File: config.mk
export PLATFORM = sky130hd
export DESIGN_NAME = quad_mux_arbiter_flat
export DESIGN_NICKNAME = d
export VERILOG_FILES = /design/src/rtl/quad_mux_arbiter_if.sv /design/src/rtl/quad_mux_arbiter.sv /design/src/flat_wrapper.sv
export SDC_FILE = /design/constraint.sdc
export NUM_CORES = 1
export LEC_CHECK = 0
export CAP_MARGIN = 30
export CORE_MARGIN = 2
export CORE_UTILIZATION = 50
export DETAILED_ROUTE_END_ITERATION = 12
export GPL_TIMING_DRIVEN = 0
export PLACE_DENSITY_LB_ADDON = 0.2
export RECOVER_POWER = 25
export REMOVE_ABC_BUFFERS = 1
export SYNTH_ARGS = -nofsm -noshare
export SYNTH_HDL_FRONTEND = slang
export SYNTH_SLANG_ARGS = --single-unit
File: constraint.sdc
create_clock -name clk -period 3.9 [get_ports clk]
set_clock_uncertainty 0.15 [all_clocks]
set_input_delay 1.17 -clock clk [delete_from_list [all_inputs] [get_ports clk]]
set_output_delay 1.17 -clock clk [all_outputs]
set_load 0.02 [all_outputs]
File: src/rtl/quad_mux_arbiter_if.sv
// Requester / consumer bundle for the shared 4-bit 2:1 mux arbiter.
// master drives requests and data, slave is the arbiter itself.
interface quad_mux_arbiter_if;
    logic       req_a;
    logic       req_b;
    logic [3:0] A;
    logic [3:0] B;
    logic       gnt_a;
    logic       gnt_b;
    logic       G;
    logic       nEN;
    logic [3:0] out;
    logic       out_vld;
    logic       revoked;

    modport master (
        output req_a, req_b, A, B,
        input  gnt_a, gnt_b, G, nEN,
        input  out, out_vld, revoked
    );

    modport slave (
        input  req_a, req_b, A, B,
        output gnt_a, gnt_b, G, nEN,
        output out, out_vld, revoked
    );
endinterface

File: src/rtl/quad_mux_arbiter.sv
// Round-robin two-requester arbiter with dead gap for the 4-bit mux.
// QUAD_MUX_ARB_WATCHDOG_EN adds a MAX_HOLD ownership watchdog.
module quad_mux_arbiter #(
    parameter int unsigned DEAD_CYC = 1,
    parameter int unsigned MAX_HOLD = 16
) (
    input logic               clk,
    input logic               nRST,
    quad_mux_arbiter_if.slave bus
);

    typedef enum logic [1:0] {
        IDLE  = 2'd0,
        OWN_A = 2'd1,
        OWN_B = 2'd2,
        GAP   = 2'd3
    } state_t;

`ifdef QUAD_MUX_ARB_WATCHDOG_EN
    localparam bit WDOG_EN = 1'b1;
`else
    localparam bit WDOG_EN = 1'b0;
`endif

    localparam logic [3:0] GAP_LD   = 4'(DEAD_CYC);
    localparam logic [7:0] HOLD_LIM = 8'(MAX_HOLD - 1);

    state_t     state_q;
    state_t     state_d;
    logic       last_b_q;
    logic       last_b_d;
    logic [3:0] gap_q;
    logic [3:0] gap_d;
    logic [7:0] hold_q;
    logic [7:0] hold_d;
    logic [7:0] hold_inc;
    logic       hold_hit;
    logic       rev_q;
    logic       rev_d;
    logic       g_q;
    logic       gnt_a;
    logic       gnt_b;
    logic       nen;
    logic [3:0] out_q;
    logic       vld_q;

    assign hold_inc = (hold_q == 8'hFF) ? hold_q : hold_q + 8'd1;
    // Current owned cycle is the MAX_HOLD-th of this tenure.
    assign hold_hit = WDOG_EN && (hold_q >= HOLD_LIM);

    // State, counters and the select register.
    always_ff @(posedge clk or negedge nRST) begin
        if (!nRST) begin
            state_q  <= IDLE;
            last_b_q <= 1'b1;
            gap_q    <= 4'd0;
            hold_q   <= 8'd0;
            rev_q    <= 1'b0;
            g_q      <= 1'b0;
        end else begin
            state_q  <= state_d;
            last_b_q <= last_b_d;
            gap_q    <= gap_d;
            hold_q   <= hold_d;
            rev_q    <= rev_d;
            if (state_d == OWN_A)
                g_q <= 1'b0;
            else if (state_d == OWN_B)
                g_q <= 1'b1;
        end
    end

    // Next-state: round-robin grant, hold while requested, dead gap.
    always_comb begin
        state_d  = state_q;
        last_b_d = last_b_q;
        gap_d    = gap_q;
        hold_d   = hold_q;
        rev_d    = 1'b0;
        unique case (state_q)
            IDLE: begin
                if (bus.req_a && (!bus.req_b || last_b_q)) begin
                    state_d = OWN_A;
                    hold_d  = 8'd0;
                end else if (bus.req_b) begin
                    state_d = OWN_B;
                    hold_d  = 8'd0;
                end
            end
            OWN_A: begin
                hold_d = hold_inc;
                if (!bus.req_a || hold_hit) begin
                    state_d  = GAP;
                    last_b_d = 1'b0;
                    gap_d    = GAP_LD;
                    rev_d    = bus.req_a;
                end
            end
            OWN_B: begin
                hold_d = hold_inc;
                if (!bus.req_b || hold_hit) begin
                    state_d  = GAP;
                    last_b_d = 1'b1;
                    gap_d    = GAP_LD;
                    rev_d    = bus.req_b;
                end
            end
            GAP: begin
                if (gap_q <= 4'd1)
                    state_d = IDLE;
                else
                    gap_d = gap_q - 4'd1;
            end
        endcase
    end

    // Output decode straight from the state register.
    always_comb begin
        gnt_a = 1'b0;
        gnt_b = 1'b0;
        unique case (state_q)
            OWN_A:   gnt_a = 1'b1;
            OWN_B:   gnt_b = 1'b1;
            default: ;
        endcase
        nen = !(gnt_a || gnt_b);
    end

    // Capture the selected data on every enabled cycle.
    always_ff @(posedge clk or negedge nRST) begin
        if (!nRST) begin
            out_q <= 4'h0;
            vld_q <= 1'b0;
        end else if (!nen) begin
            out_q <= g_q ? bus.B : bus.A;
            vld_q <= 1'b1;
        end else begin
            vld_q <= 1'b0;
        end
    end

    assign bus.gnt_a   = gnt_a;
    assign bus.gnt_b   = gnt_b;
    assign bus.G       = g_q;
    assign bus.nEN     = nen;
    assign bus.out     = out_q;
    assign bus.out_vld = vld_q;
    assign bus.revoked = WDOG_EN & rev_q;

endmodule

File: src/flat_wrapper.sv
// flat-port wrapper written by rule: the top's interface ports become plain ports
module quad_mux_arbiter_flat 
#(
    parameter int unsigned DEAD_CYC = 1,
    parameter int unsigned MAX_HOLD = 16
)
  (clk, nRST, bus_req_a, bus_req_b, bus_A, bus_B, bus_gnt_a, bus_gnt_b, bus_G, bus_nEN, bus_out, bus_out_vld, bus_revoked);
  quad_mux_arbiter_if bus_i ();
  input logic clk;
  input logic nRST;
  input wire logic [$bits(bus_i.req_a)-1:0] bus_req_a;
  input wire logic [$bits(bus_i.req_b)-1:0] bus_req_b;
  input wire logic [$bits(bus_i.A)-1:0] bus_A;
  input wire logic [$bits(bus_i.B)-1:0] bus_B;
  output wire logic [$bits(bus_i.gnt_a)-1:0] bus_gnt_a;
  output wire logic [$bits(bus_i.gnt_b)-1:0] bus_gnt_b;
  output wire logic [$bits(bus_i.G)-1:0] bus_G;
  output wire logic [$bits(bus_i.nEN)-1:0] bus_nEN;
  output wire logic [$bits(bus_i.out)-1:0] bus_out;
  output wire logic [$bits(bus_i.out_vld)-1:0] bus_out_vld;
  output wire logic [$bits(bus_i.revoked)-1:0] bus_revoked;
  assign bus_i.req_a = bus_req_a;
  assign bus_i.req_b = bus_req_b;
  assign bus_i.A = bus_A;
  assign bus_i.B = bus_B;
  assign bus_gnt_a = bus_i.gnt_a;
  assign bus_gnt_b = bus_i.gnt_b;
  assign bus_G = bus_i.G;
  assign bus_nEN = bus_i.nEN;
  assign bus_out = bus_i.out;
  assign bus_out_vld = bus_i.out_vld;
  assign bus_revoked = bus_i.revoked;
  quad_mux_arbiter #(.DEAD_CYC(DEAD_CYC), .MAX_HOLD(MAX_HOLD)) u_core (.clk(clk), .nRST(nRST), .bus(bus_i));
endmodule
==> summary.md <==
| Metric | Value |
|---|---|
| Status | finished, final reports clean |
| DRT antenna net count | 0 |
| Worst setup EP type | output pin |
| R2r endpoint | u_core.bus.G$_DFFE_PN0P_ |
| Met1 usage | 24.3% |
| TritonCTS clock tree | yes |
| Worst-Skew Late Latency | 0.27 ns |
| Max-slew headroom | 62.2% |
| Gate power share | 61.7% |
| CP Class | flop to output pin |
| P_int | 0.000457 W |
| Leak | 0.479 nW |
| Total CTS buffers | 3 |
| WL final | 1570 microns |
| Max-cap violations | 0 |
| Grt ovf | 0 |
| Post-Syn Area | 803 sq um |
| Avg WL per Cell | 13.0 microns |
| Synth Instances | 84 |
| Routability-driven placement congestion ratio | 0.820 |
| Worst slew pin tran | 0.566 ns |
| Die Y | 44.1 microns |
| Global-route wire length before repair | 2680 microns |
| 1st-iter DRT viols | 17 |
| Worst reg-to-reg path cell count | 8 |
| Crit path from | u_core.state_q[0]$_DFF_PN0_ |
| Post-CTS Setup Repair Bufs | 0 |
| Maximum VDD drop | 467 uV |
| Final setup viols | 0 |
| DR pass1 iterations | 4 |
| Row count | 14 |
| Vias in the first global route | 623 |
| Die area | 1940 sq um |
| Setup crit start kind | flop |
| R2r setup slk | 1.71 ns |
| Maximum clock frequency | 0.309 GHz |
| Critical Path End | bus_nEN |
| Core area | 1510 sq um |
| Register bit total from synthesis | 13 |
| Most used routing layer | met2 |
| # hold bufs at CTS | 0 |
| Initial core utilization | 53.3% |
| H-Tree Depth | 1 |
| Syn-to-layout area delta | 28.5% |
| Final hold vios | 0 |
| DRC violation count after routing | 0 |
| M3 GR Usage | 4.08% |
| Setup_tns | 0 ns |
| GRT Overall Usage | 18.9% |
| Pin count of the biggest net entering global routing | 14 |
| Antenna Cells | 0 |
| Via Count | 679 |
| Layout cells sized above 1 | 6.67% |
| # resized after CTS | 0 |
| Avg Cell Area, Syn | 9.56 sq um |
| Chip width | 44.1 microns |
| Hold Crit Class | flop to flop |
| Ports | 22 |
| Reg2reg start | u_core.gap_q[0]$_DFFE_PN0P_ |
| Sw power | 0.000348 W |
| Unrepaired setup endpoints after global routing | no |
| Root Driver | clkbuf_4 |
| Clk sinks | 13 |
| Final #Nets | 126 |
| Slew Viols, Final | 0 |
| Setup ws final | 0.660 ns |
| M2 GR Usage | 29.4% |
| Clock share of power | 10.4% |
| Reg clk slew, reported paths | 0.08 ns |
| Number of fill cells in the layout | 115 |
| Final worst path period need | 3.24 ns |
| Sw frac | 43.2% |
| WP data arrival | 1.92 ns |
| Worst-case clock buffer depth | 2 |
| Yosys warns | 0 |
| Port Buffers | 20 |
| WP data required | 2.58 ns |
| P per Cell Area | 780 nW/um^2 |
| Synth cell types | 29 |
| Sequential share of power | 27.9% |
| Register area share after synthesis | 40.7% |
| Average vias per placed instance | 5.61 |
| Place WS | 0.963 ns |
| Initial antenna violation count | 0 |
| Post-DP HPWL | 1230 microns |
| Period Utilization, post-route | 83.1% |
| CP Max Fanout | 11 |
stage by stage:
stage	cell area, sq um	hold WS (ns)	total power (W)	util (%)	cells
global placement	1010	0.348	0.000715	66.8	117
CTS	1030	0.381	0.000813	68.5	121
finish	1030	0.373	0.000805	68.5	121
detailed placement	1010	0.363	0.000726	66.8	117
global route	1030	0.412	0.000877	68.5	121
floorplan	786	0.318	0.000557	-	81
layout by cell type, fill, tap and decap left out, drive strengths merged, types with 2 or more instances in the layout:
master / count
clkdlybuf4s50: 15
o31ai: 2
o311ai: 2
dfrtp: 12
inv: 10
ha: 8
clkbuf: 4
a21oi: 6
nand2: 6
dlygate4sd3: 5
o21ai: 6
nor2: 8
mux2i: 6
worst max-delay path: stages, from the launching register on:
cell and delay, ns:
dfrtp_1 0.39, inv_1 0.11, ha_1 0.45, inv_1 0.09
clkdlybuf4s50_1 0.60
sequential cells by signal, summed over array words and instances (netlist names):
register,cells
u_core.bus.out,4
u_core.gap_q,4
u_core.state_q,2
u_core.bus.G,1
u_core.bus.out_vld,1
u_core.last_b_q,1
cells by family after synthesis:
logic type,share of synthesized area (%)
buf+inv,6.85
simple gates,10.3
other cells,0.467
fa+ha+maj,12.5
mux,7.48
flops,40.7
compound gates,21.8
power groups by stage:
| stage | clock (W) | combinational (W) | sequential (W) |
|---|---|---|---|
| after detailed placement | 0 | 0.000498 | 0.000228 |
| after global routing | 0.0000909 | 0.000554 | 0.000232 |
| after global placement | 0 | 0.000488 | 0.000226 |
| after floorplan | 0 | 0.000297 | 0.000260 |
| final | 0.0000835 | 0.000496 | 0.000225 |
| after CTS | 0.0000875 | 0.000501 | 0.000225 |
per-layer routing:
layer / share of wire [%] / routed length [microns]
met1: 46 / 722
met2: 49 / 770
met3: 3.3 / 51
met4: 1.5 / 24
met5: 0 / 0
Yosys cell counts:
master	count	share of area, %
or4_1	1	0.93
dfrtp_1	12	37
a21oi_1	6	3.7
o22ai_1	1	0.78
o311ai_1	2	2.2
a221oi_2	1	1.9
buf_4	1	0.93
ha_1	8	12
a31oi_1	1	0.78
nor2_1	7	3.3
nand3_1	1	0.62
nand2_1	6	2.8
mux2i_1	6	7.5
a22oi_1	1	0.93
o22a_2	1	1.2
inv_1	10	4.7
o21ai_1	3	1.9
nor2_2	1	0.78
o41ai_1	1	1.1
conb_1	1	0.47
nand3b_1	1	0.93
a221o_1	1	1.2
o21ai_0	3	1.9
o31ai_1	2	1.9
or2b_1	1	0.93
o31a_1	1	1.1
o311a_1	1	1.2
buf_2	2	1.2
dfstp_2	1	3.3
cell type report:
cell class              instances  area (sq um)  area share (%)
multi-input cells              58           422            40.8
repair buffers                 20           200            19.4
clock buffers                   4          26.3            2.55
well taps                      16          20.0            1.94
inverters                      10          37.5            3.64
flip-flops and latches         13           327            31.6
worst min-delay path by stage:
stage	from	depth (start not counted)	slack, ns	endpoint
after floorplan	u_core.gap_q[1]$_DFFE_PN0P_	2	0.32	u_core.gap_q[1]$_DFFE_PN0P_
after global placement	u_core.gap_q[1]$_DFFE_PN0P_	2	0.35	u_core.gap_q[1]$_DFFE_PN0P_
after detailed placement	u_core.bus.out[2]$_DFFE_PN0N_	2	0.36	u_core.bus.out[2]$_DFFE_PN0N_
after CTS	u_core.bus.out[2]$_DFFE_PN0N_	2	0.38	u_core.bus.out[2]$_DFFE_PN0N_
after global routing	u_core.last_b_q$_DFFE_PN1P_	1	0.41	u_core.last_b_q$_DFFE_PN1P_
final	u_core.bus.out[2]$_DFFE_PN0N_	2	0.37	u_core.bus.out[2]$_DFFE_PN0N_
No activity file was read; power rests on OpenSTA's default activity.
